<file path="src/rtl/btn_cmd_in.sv">
// Five-button command front end: synchronize, debounce, detect presses, queue codes in a 4-deep FIFO.
// Optional auto-repeat of the lowest held button is enabled by defining BTN_CMD_REPEAT_EN.
module btn_cmd_in #(
  parameter int DB_CYCLES  = 16,
  parameter int RPT_CYCLES = 64
) (
  input  logic       clk,
  input  logic       rst,
  input  logic [4:0] btn,
  input  logic       ack,
  output logic [2:0] cmd,
  output logic       valid,
  output logic [2:0] level,
  output logic       ovf
);

  localparam int              DBW     = $clog2(DB_CYCLES);
  localparam logic [DBW-1:0]  DB_LAST = DBW'(DB_CYCLES - 1);

  // Isolates the lowest set bit, so index 0 always wins.
  function automatic logic [4:0] lowest(input logic [4:0] v);
    return v & (~v + 5'd1);
  endfunction

  function automatic logic [2:0] encode(input logic [4:0] v);
    logic [2:0] code;
    code = '0;
    for (int i = 4; i >= 0; i--) begin
      if (v[i]) code = 3'(i + 1);
    end
    return code;
  endfunction

  logic [4:0]     sync1, sync2;
  logic [4:0]     db, db_d;
  logic [DBW-1:0] db_cnt [5];
  logic [4:0]     rise;
  logic [4:0]     rpt_vec;
  logic [4:0]     press_q;

  assign rise = db & ~db_d;

  // NOTE: sequential state uses non-blocking assignments so every flop samples pre-edge values.
  always_ff @(posedge clk or posedge rst) begin
    if (rst) begin
      sync1   <= '0;
      sync2   <= '0;
      db      <= '0;
      db_d    <= '0;
      press_q <= '0;
      for (int i = 0; i < 5; i++) db_cnt[i] <= '0;
    end else begin
      sync1   <= btn;
      sync2   <= sync1;
      db_d    <= db;
      press_q <= rise | rpt_vec;
      for (int i = 0; i < 5; i++) begin
        if (sync2[i] != db[i]) begin
          if (db_cnt[i] == DB_LAST) begin
            db[i]     <= sync2[i];
            db_cnt[i] <= '0;
          end else begin
            db_cnt[i] <= db_cnt[i] + 1'b1;
          end
        end else begin
          db_cnt[i] <= '0;
        end
      end
    end
  end

`ifdef BTN_CMD_REPEAT_EN
  localparam int             RW       = $clog2(RPT_CYCLES);
  localparam logic [RW-1:0]  RPT_LAST = RW'(RPT_CYCLES - 1);

  logic [RW-1:0] rpt_cnt;
  logic          rpt_restart;

  // Any new press or change of the lowest held button restarts the interval.
  assign rpt_restart = (|rise) || (lowest(db) != lowest(db_d)) || (db == '0);
  assign rpt_vec     = (!rpt_restart && rpt_cnt == RPT_LAST) ? lowest(db) : '0;

  always_ff @(posedge clk or posedge rst) begin
    if (rst)                                     rpt_cnt <= '0;
    else if (rpt_restart || rpt_cnt == RPT_LAST) rpt_cnt <= '0;
    else                                         rpt_cnt <= rpt_cnt + 1'b1;
  end
`else
  assign rpt_vec = '0;
`endif

  logic [2:0] mem   [4];
  logic [2:0] mem_n [4];
  logic [1:0] head, tail, head_n, tail_n;
  logic [2:0] level_n;
  logic       push, pop, push_ok;

  assign push    = |press_q;
  assign pop     = ack && valid;
  assign push_ok = push && (level != 3'd4 || pop);

  // NOTE: every always_comb output gets a default first so no latch is inferred.
  always_comb begin
    mem_n   = mem;
    head_n  = head;
    tail_n  = tail;
    level_n = level;
    if (pop) begin
      head_n  = head + 2'd1;
      level_n = level_n - 3'd1;
    end
    if (push_ok) begin
      mem_n[tail] = encode(press_q);
      tail_n      = tail + 2'd1;
      level_n     = level_n + 3'd1;
    end
  end

  // NOTE: the FIFO storage is reset too, so cmd can never expose stale contents after reset.
  always_ff @(posedge clk or posedge rst) begin
    if (rst) begin
      for (int i = 0; i < 4; i++) mem[i] <= '0;
      head  <= '0;
      tail  <= '0;
      level <= '0;
      valid <= 1'b0;
      cmd   <= '0;
      ovf   <= 1'b0;
    end else begin
      mem   <= mem_n;
      head  <= head_n;
      tail  <= tail_n;
      level <= level_n;
      valid <= (level_n != 3'd0);
      cmd   <= (level_n != 3'd0) ? mem_n[head_n] : 3'd0;
      ovf   <= ovf | (push && !push_ok);
    end
  end

endmodule

</file>
<file path="config.mk">
export PLATFORM = sky130hd
export DESIGN_NAME = btn_cmd_in
export DESIGN_NICKNAME = d
export VERILOG_FILES = /design/src/rtl/btn_cmd_in.sv
export SDC_FILE = /design/constraint.sdc
export NUM_CORES = 1
export LEC_CHECK = 0
export CORE_MARGIN = 5
export CORE_UTILIZATION = 40
export CTS_BUF_LIST = sky130_fd_sc_hd__clkbuf_8
export DETAILED_ROUTE_END_ITERATION = 6
export SLEW_MARGIN = 30
export SYNTH_ARGS = -nofsm -noshare
export SYNTH_HDL_FRONTEND = slang
export SYNTH_SLANG_ARGS = --single-unit
</file>
<file path="constraint.sdc">
create_clock -name clk -period 2 [get_ports clk]
set_input_delay 0.4 -clock clk [delete_from_list [all_inputs] [get_ports clk]]
set_output_delay 0.4 -clock clk [all_outputs]
set_load 0.05 [all_outputs]
</file>
==> results of run 1 <==
==> registers in the layout, indices dropped and copies added (netlist names) <==
name,cells
tail,2
sync1,5
level,3
valid,1
sync2,5
head,2
mem,12
press_q,5
ovf,1
db,5
cmd,3
db_d,5
db_cnt,20
==> cell families after synthesis <==
group,after synthesis,share of synthesized area (%)
muxes,11,4.19
buffers and inverters,18,3.08
xor gates and xnor gates,16,4.79
adders and majority gates,12,5.13
DFF,69,59.0
and+or+nand+nor,58,10.8
AOI/OAI and AO/OA,52,13.0
==> layout make-up <==
class | count | area, um^2 | share of cell area, %
tap | 99 | 124 | 3.37
multi-input combinational | 149 | 1200 | 32.6
sequential | 69 | 1730 | 47.1
clock inverter | 7 | 42.5 | 1.16
inverter | 14 | 56.3 | 1.53
clock buffer | 9 | 124 | 3.37
timing repair buffer | 47 | 398 | 10.8
==> routing by layer <==
metal / up-vias / global-route usage, % / part of all wire, %
met3: 10 / 4.26 / 5.7
met2: 30 / 18.9 / 47
li1: 941 / - / -
met5: - / 0 / 0
met4: 0 / 4.98 / 1.6
met1: 927 / 15.9 / 46
==> power by group <==
part           leakage (uW)  switching [uW]  internal (uW)
clock network     0.0000866             515            442
registers          0.000908            73.8           1520
logic              0.000657             722            648
==> stage by stage <==
step                      instance area (um^2)  hold slack (ns)  TNS (ns)
after CTS                                 3600            0.352    -0.122
after floorplan                           2960            0.331    -0.600
after global routing                      3670            0.360    -0.219
after detailed placement                  3410            0.335     -4.18
after global placement                    3410            0.332     -3.63
final                                     3670            0.350         0
==> synthesized netlist by cell type <==
cell,n
o311a_2,1
nand4_1,1
dfrtp_1,69
buf_4,2
a41oi_2,1
a21oi_4,1
nand2b_1,1
mux2i_1,1
nor2b_1,11
buf_6,2
or3_1,2
a21boi_0,1
nand3_1,8
o21ai_0,7
o311ai_0,4
and2_1,1
o31ai_4,1
a31o_2,1
nor3_1,1
a21bo_2,4
xnor2_1,13
nand3b_1,1
o211ai_1,4
a21oi_1,18
nand4b_1,5
nand2_1,9
o31ai_1,4
ha_1,12
inv_1,14
a22oi_2,1
a31oi_1,4
xor2_1,3
nor3b_1,5
nor2_1,13
mux2_2,10
==> what timing repair did <==
item / CTS / global route
resized for setup: 2 / 11
gates cloned: 0 / 0
setup endpoints to repair: 5 / 5
pin swaps: 4 / 2
buffers inserted: 4 / 1
==> worst max-delay path: cells and delay by family, from the launching register on <==
| family | cells | cell delay (ns) |
|---|---|---|
| adders and majority gates | 2 | 0.38 |
| buffers and inverters | 1 | 0.08 |
| AOI/OAI and AO/OA | 5 | 0.85 |
| xor gates and xnor gates | 1 | 0.16 |
| DFF | 1 | 0.41 |
==> layout by cell type (no fill, tap or decap), types with 4 or more instances in the layout <==
cell / Yosys / final
mux2_2: 10 / 10
a21bo_2: 4 / 4
xnor2_1: 13 / 12
nor2_1: 13 / 13
nor2b_1: 11 / 11
o21ai_0: 7 / 6
nand4b_1: 5 / 5
inv_1: 14 / 12
clkdlybuf4s50_1: 0 / 10
o211ai_1: 4 / 4
nand3_1: 8 / 8
nand2_1: 9 / 8
buf_4: 2 / 33
o31ai_1: 4 / 4
nor3b_1: 5 / 5
a21oi_1: 18 / 17
ha_1: 12 / 10
clkbuf_8: 0 / 9
dfrtp_1: 69 / 66
==> how the worst max path moves through the flow <==
stage,from,endpoint,depth (start not counted)
finish,level[1]$_DFF_PP0_,cmd[0]$_DFF_PP0_,9
global route,press_q[0]$_DFF_PP0_,cmd[0]$_DFF_PP0_,7
CTS,level[1]$_DFF_PP0_,cmd[0]$_DFF_PP0_,9
detailed placement,ack,cmd[0]$_DFF_PP0_,9
global placement,ack,cmd[2]$_DFF_PP0_,9
floorplan,level[1]$_DFF_PP0_,cmd[2]$_DFF_PP0_,9
==> flow_metrics.env, run 1 <==
export IMPL_ys_warn_count=0
export IMPL_final_cells=394
export IMPL_nets=310
export IMPL_rr_endpoint="cmd[0]$_DFF_PP0_"
export IMPL_rsz0062_at_grt="yes"
export IMPL_dieArea_um2=9120
export IMPL_route_vias_total=1908
export IMPL_crit_type="flip-flop to flip-flop"
export IMPL_post_drt_via_cell_ratio=4.84
export IMPL_grt_pass1_wl_mm=8.56
export IMPL_grt_pass1_vias=1867
export IMPL_drive_gt1_share_pct=29.2
export IMPL_tritoncts="done"
export IMPL_worstReg2RegStart="level[1]$_DFF_PP0_"
export IMPL_critPathMaxFanout=4
export IMPL_worstPathRequired_ns=2.21
export IMPL_clock_root_buffer="clkbuf_8"
export IMPL_ys_seq_area_share_pct=59.0
export IMPL_fp_dieH_um=95.5
export IMPL_htree_levels=3
export IMPL_place_port_buffers=15
export IMPL_period_share_pct=99.3
export IMPL_grt_use_total_pct=12.3
export IMPL_p_leak_uw=0.00165
export IMPL_overflow=0
export IMPL_wire_per_inst_um=12.8
export IMPL_pre_cts_ws_ns=-0.510
export IMPL_io_pin_count=16
export IMPL_chipWidth_um=95.5
export IMPL_slew_viol_final=0
export IMPL_worstSkewPairLatency_ns=0.34
export IMPL_ff2ff_path_depth=9
export IMPL_hold_class="flip-flop to flip-flop"
export IMPL_tightestPinTransition_ns=0.503
export IMPL_postSynthAreaPerCell_um2=12.4
export IMPL_cts_clk_slew_worst_paths_ns=0.08
export IMPL_p_total_uw=3920
export IMPL_fillers=637
export IMPL_worst_r2r_setup_slack_ns=0.01
export IMPL_syn_nets=256
export IMPL_yosys_area_top_type="dfrtp_1"
export IMPL_whs_endpoint="sync2[3]$_DFF_PP0_"
export IMPL_postSynthCellCount=236
export IMPL_n_antenna_cell=0
export IMPL_fin_util_pct=51.2
export IMPL_ir_drop_mv=0.590
export IMPL_cp_arrival_ns=2.20
export IMPL_dr_first_iter_drc_count=63
export IMPL_endpoint_kind="flip-flop"
export IMPL_timing_fmax_mhz=503
export IMPL_maxSlewHeadroom_pct=66.3
export IMPL_routabilityCongestion=0.799
export IMPL_antenna_found_initial=0
export IMPL_dp_cells=373
export IMPL_fin_worst_skew_ns=0.00778
export IMPL_syn2layout_area_growth_pct=25.5
export IMPL_start_kind="flip-flop"
export IMPL_cp_common_cell="ha_4"
export IMPL_netlist_area_um2=2930
export IMPL_cts_sinks=69
export IMPL_hold_buffers=0
export IMPL_hold_start="sync1[3]$_DFF_PP0_"
export IMPL_finalHoldViolCount=0
export IMPL_layout_min_cycle_time_ns=1.99
export IMPL_setup_ws_ns=0.0139
export IMPL_route_detailed_drc=0
export IMPL_yosys_top_cells_area="dfrtp_1, ha_1, xnor2_1"
export IMPL_grt_max_degree=70
export IMPL_cts_buffers=9
export IMPL_power_density_nw_per_um2=1070
export IMPL_ys_types=35
export IMPL_ant_nets=0
export IMPL_ys_ff_latch=69
export IMPL_core_um2=7180
export IMPL_dp_hpwl_mm=3.51
export IMPL_hold_path_cell_count=0
export IMPL_synth_top_area_share_pct=59.0
export IMPL_initial_utilization_pct=40.8
export IMPL_worstPathCellList="inv_2 > ha_4 > o21ai_4 > ha_4 > o31ai_4 > xor2_2 > o311a_4 > a21oi_4 > a41oi_2"
export IMPL_row_count=31
export IMPL_wl_mm=5.03
export IMPL_drt_pass1_iterations=4
export IMPL_clockBufferDepth=2
export IMPL_critPathMaxStageDelay_ns=0.41
export IMPL_finalSetupViolCount=0
export IMPL_maxCapViolations=0
export IMPL_status="complete, no violations"
export IMPL_cp_slowest_cell="dfrtp_2"
(Power assumes the default switching activity.)
==> run 2, diff against run 1 <==
Settings changed: HOLD_SLACK_MARGIN set to 0.08.
==> results of run 2 <==
No change in the layout: final DEF, timing and power equal those of run 1.
==> RTL change: new RTL, config.mk and constraints of run 2 <==
Set the parameter `DB_CYCLES` to 8 (it was 16).
--- a/src/rtl/btn_cmd_in.sv
+++ b/src/rtl/btn_cmd_in.sv
@@ -2,5 +2,5 @@
 // Optional auto-repeat of the lowest held button is enabled by defining BTN_CMD_REPEAT_EN.
 module btn_cmd_in #(
-  parameter int DB_CYCLES  = 16,
+  parameter int DB_CYCLES  = 8,
   parameter int RPT_CYCLES = 64
 ) (
Check against the original RTL: no difference found for any inputs over 10 cycles, from zero or initial values and one cycle with rst high; that may be too few to reach the edited logic, so the function may still have changed.
==> RTL change against run 2 <==
  * The flow now finishes with violations (negative setup slack)
  * Sequential cell count down 5
  * Largest cell class unchanged
  * Cell count down 1.0%
  * Critical path depth up 1
  * Routed wire length up 3.5%
  * Design area down 0.20%
  * Area after synthesis down 1.5%
  * Worst setup slack worse by 0.023 ns
Power is not compared: it rests on default switching activity, and its combinational part moved more than twofold at a synthesized area within 25%.
==> RTL change: results (changes against run 2) <==
[metrics] overall routed net length: 5.21 mm (was 5.03 mm)
[metrics] count of final setup violators: 1 (was 0)
[metrics] outcome: finished, violations left (was completed)
[metrics] failing checks: negative setup slack
[metrics] detailed-routing wirelength on met1: 2.29 mm (was 2.32 mm)
[metrics] largest stage delay on the critical path: 0.44 ns (was 0.41 ns)
[metrics] total nets after synthesis: 262 (was 256)
[metrics] largest registers: db_cnt (15), mem (12) (was db_cnt (20), mem (12))
[metrics] DP Cell Count: 370 (was 373)
[metrics] endpoint arrival time on the critical path: 2.26 ns (was 2.20 ns)
[metrics] GR Util All Layers: 0.132 (was 0.123)
[metrics] sequential element share of the synthesized area: 0.556 (was 0.590)
[metrics] GR Util met1: 0.157 (was 0.159)
[metrics] overall via count from detail_route: 1874 (was 1908)
[metrics] via-per-instance ratio: 4.81 (was 4.84)
[metrics] Area contributors post-synth: sky130_fd_sc_hd__dfrtp_1 56%, sky130_fd_sc_hd__ha_1 7.4%, sky130_fd_sc_hd__mux2_2 4.7% (was sky130_fd_sc_hd__dfrtp_1 59%, sky130_fd_sc_hd__ha_1 5.1%, sky130_fd_sc_hd__xnor2_1 3.9%)
[metrics] Final Worst Setup Slack: -0.00955 ns (was 0.0139 ns)
[metrics] half-perimeter wire length after detailed placement: 3.55 mm (was 3.51 mm)
[metrics] Layout Skew: 0.00826 ns (was 0.00778 ns)
[metrics] vias in the first global route: 1987 (was 1867)
[metrics] most used standard cells in the synthesized netlist: 64 x sky130_fd_sc_hd__dfrtp_1, 17 x sky130_fd_sc_hd__ha_1, 14 x sky130_fd_sc_hd__nand2_1 (was 69 x sky130_fd_sc_hd__dfrtp_1, 18 x sky130_fd_sc_hd__a21oi_1, 14 x sky130_fd_sc_hd__inv_1)
[metrics] first-pass GRT wire length: 8.95 mm (was 8.56 mm)
[metrics] routability congestion estimate: 0.802 (was 0.799)
[metrics] total cell area at the placement stage: 3330 sq um (was 3410 sq um)
[metrics] Worst path top cell family by delay: flip-flops (was compound AO/OA/AOI/OAI gates)
[metrics] proportion of layout cells with a drive suffix above 1: 0.323 (was 0.292)
[RTL change: worst register-to-register path, cell delays in order (launching register included)]
cell	delay, ns
sky130_fd_sc_hd__dfrtp_2	0.44
sky130_fd_sc_hd__and2_1	0.19
sky130_fd_sc_hd__xnor2_2	0.15
sky130_fd_sc_hd__inv_1	0.10
sky130_fd_sc_hd__ha_4	0.15
sky130_fd_sc_hd__o211ai_1	0.09
sky130_fd_sc_hd__xor2_1	0.17
sky130_fd_sc_hd__mux2i_1	0.21
sky130_fd_sc_hd__a21oi_2	0.10
sky130_fd_sc_hd__buf_4	0.15
sky130_fd_sc_hd__a311oi_2	0.18
[RTL change: cells by family after synthesis]
| family | Yosys count | share of synthesized area |
|---|---|---|
| simple gates | 62 | 0.121 |
| xor+xnor | 12 | 0.0417 |
| flops | 64 | 0.556 |
| mux | 18 | 0.0699 |
| compound gates | 44 | 0.102 |
| fa+ha+maj | 17 | 0.0738 |
| buf+inv | 20 | 0.0361 |
[RTL change: final cells by class]
type	count	area [sq um]
clock buffers	10	138
clock inverters	6	82.6
fillers	675	3470
inverters	12	48.8
multi-input cells	153	1270
flip-flops and latches	64	1610
well taps	99	124
repair buffers	46	394
[RTL change: path summary, 6_finish.rpt]
path                               startpoint                    to  slack [ns]  cells past startpoint
max reg2reg                   valid$_DFF_PP0_      cmd[2]$_DFF_PP0_       -0.01                     10
max                           valid$_DFF_PP0_      cmd[2]$_DFF_PP0_       -0.01                     10
min                        sync1[3]$_DFF_PP0_    sync2[3]$_DFF_PP0_        0.35                      0
max in group asynchronous                 rst    level[1]$_DFF_PP0_        1.21                      3
min reg2reg                sync1[3]$_DFF_PP0_    sync2[3]$_DFF_PP0_        0.35                      0
min in group asynchronous                 rst  db_cnt[12]$_DFF_PP0_        0.48                      3
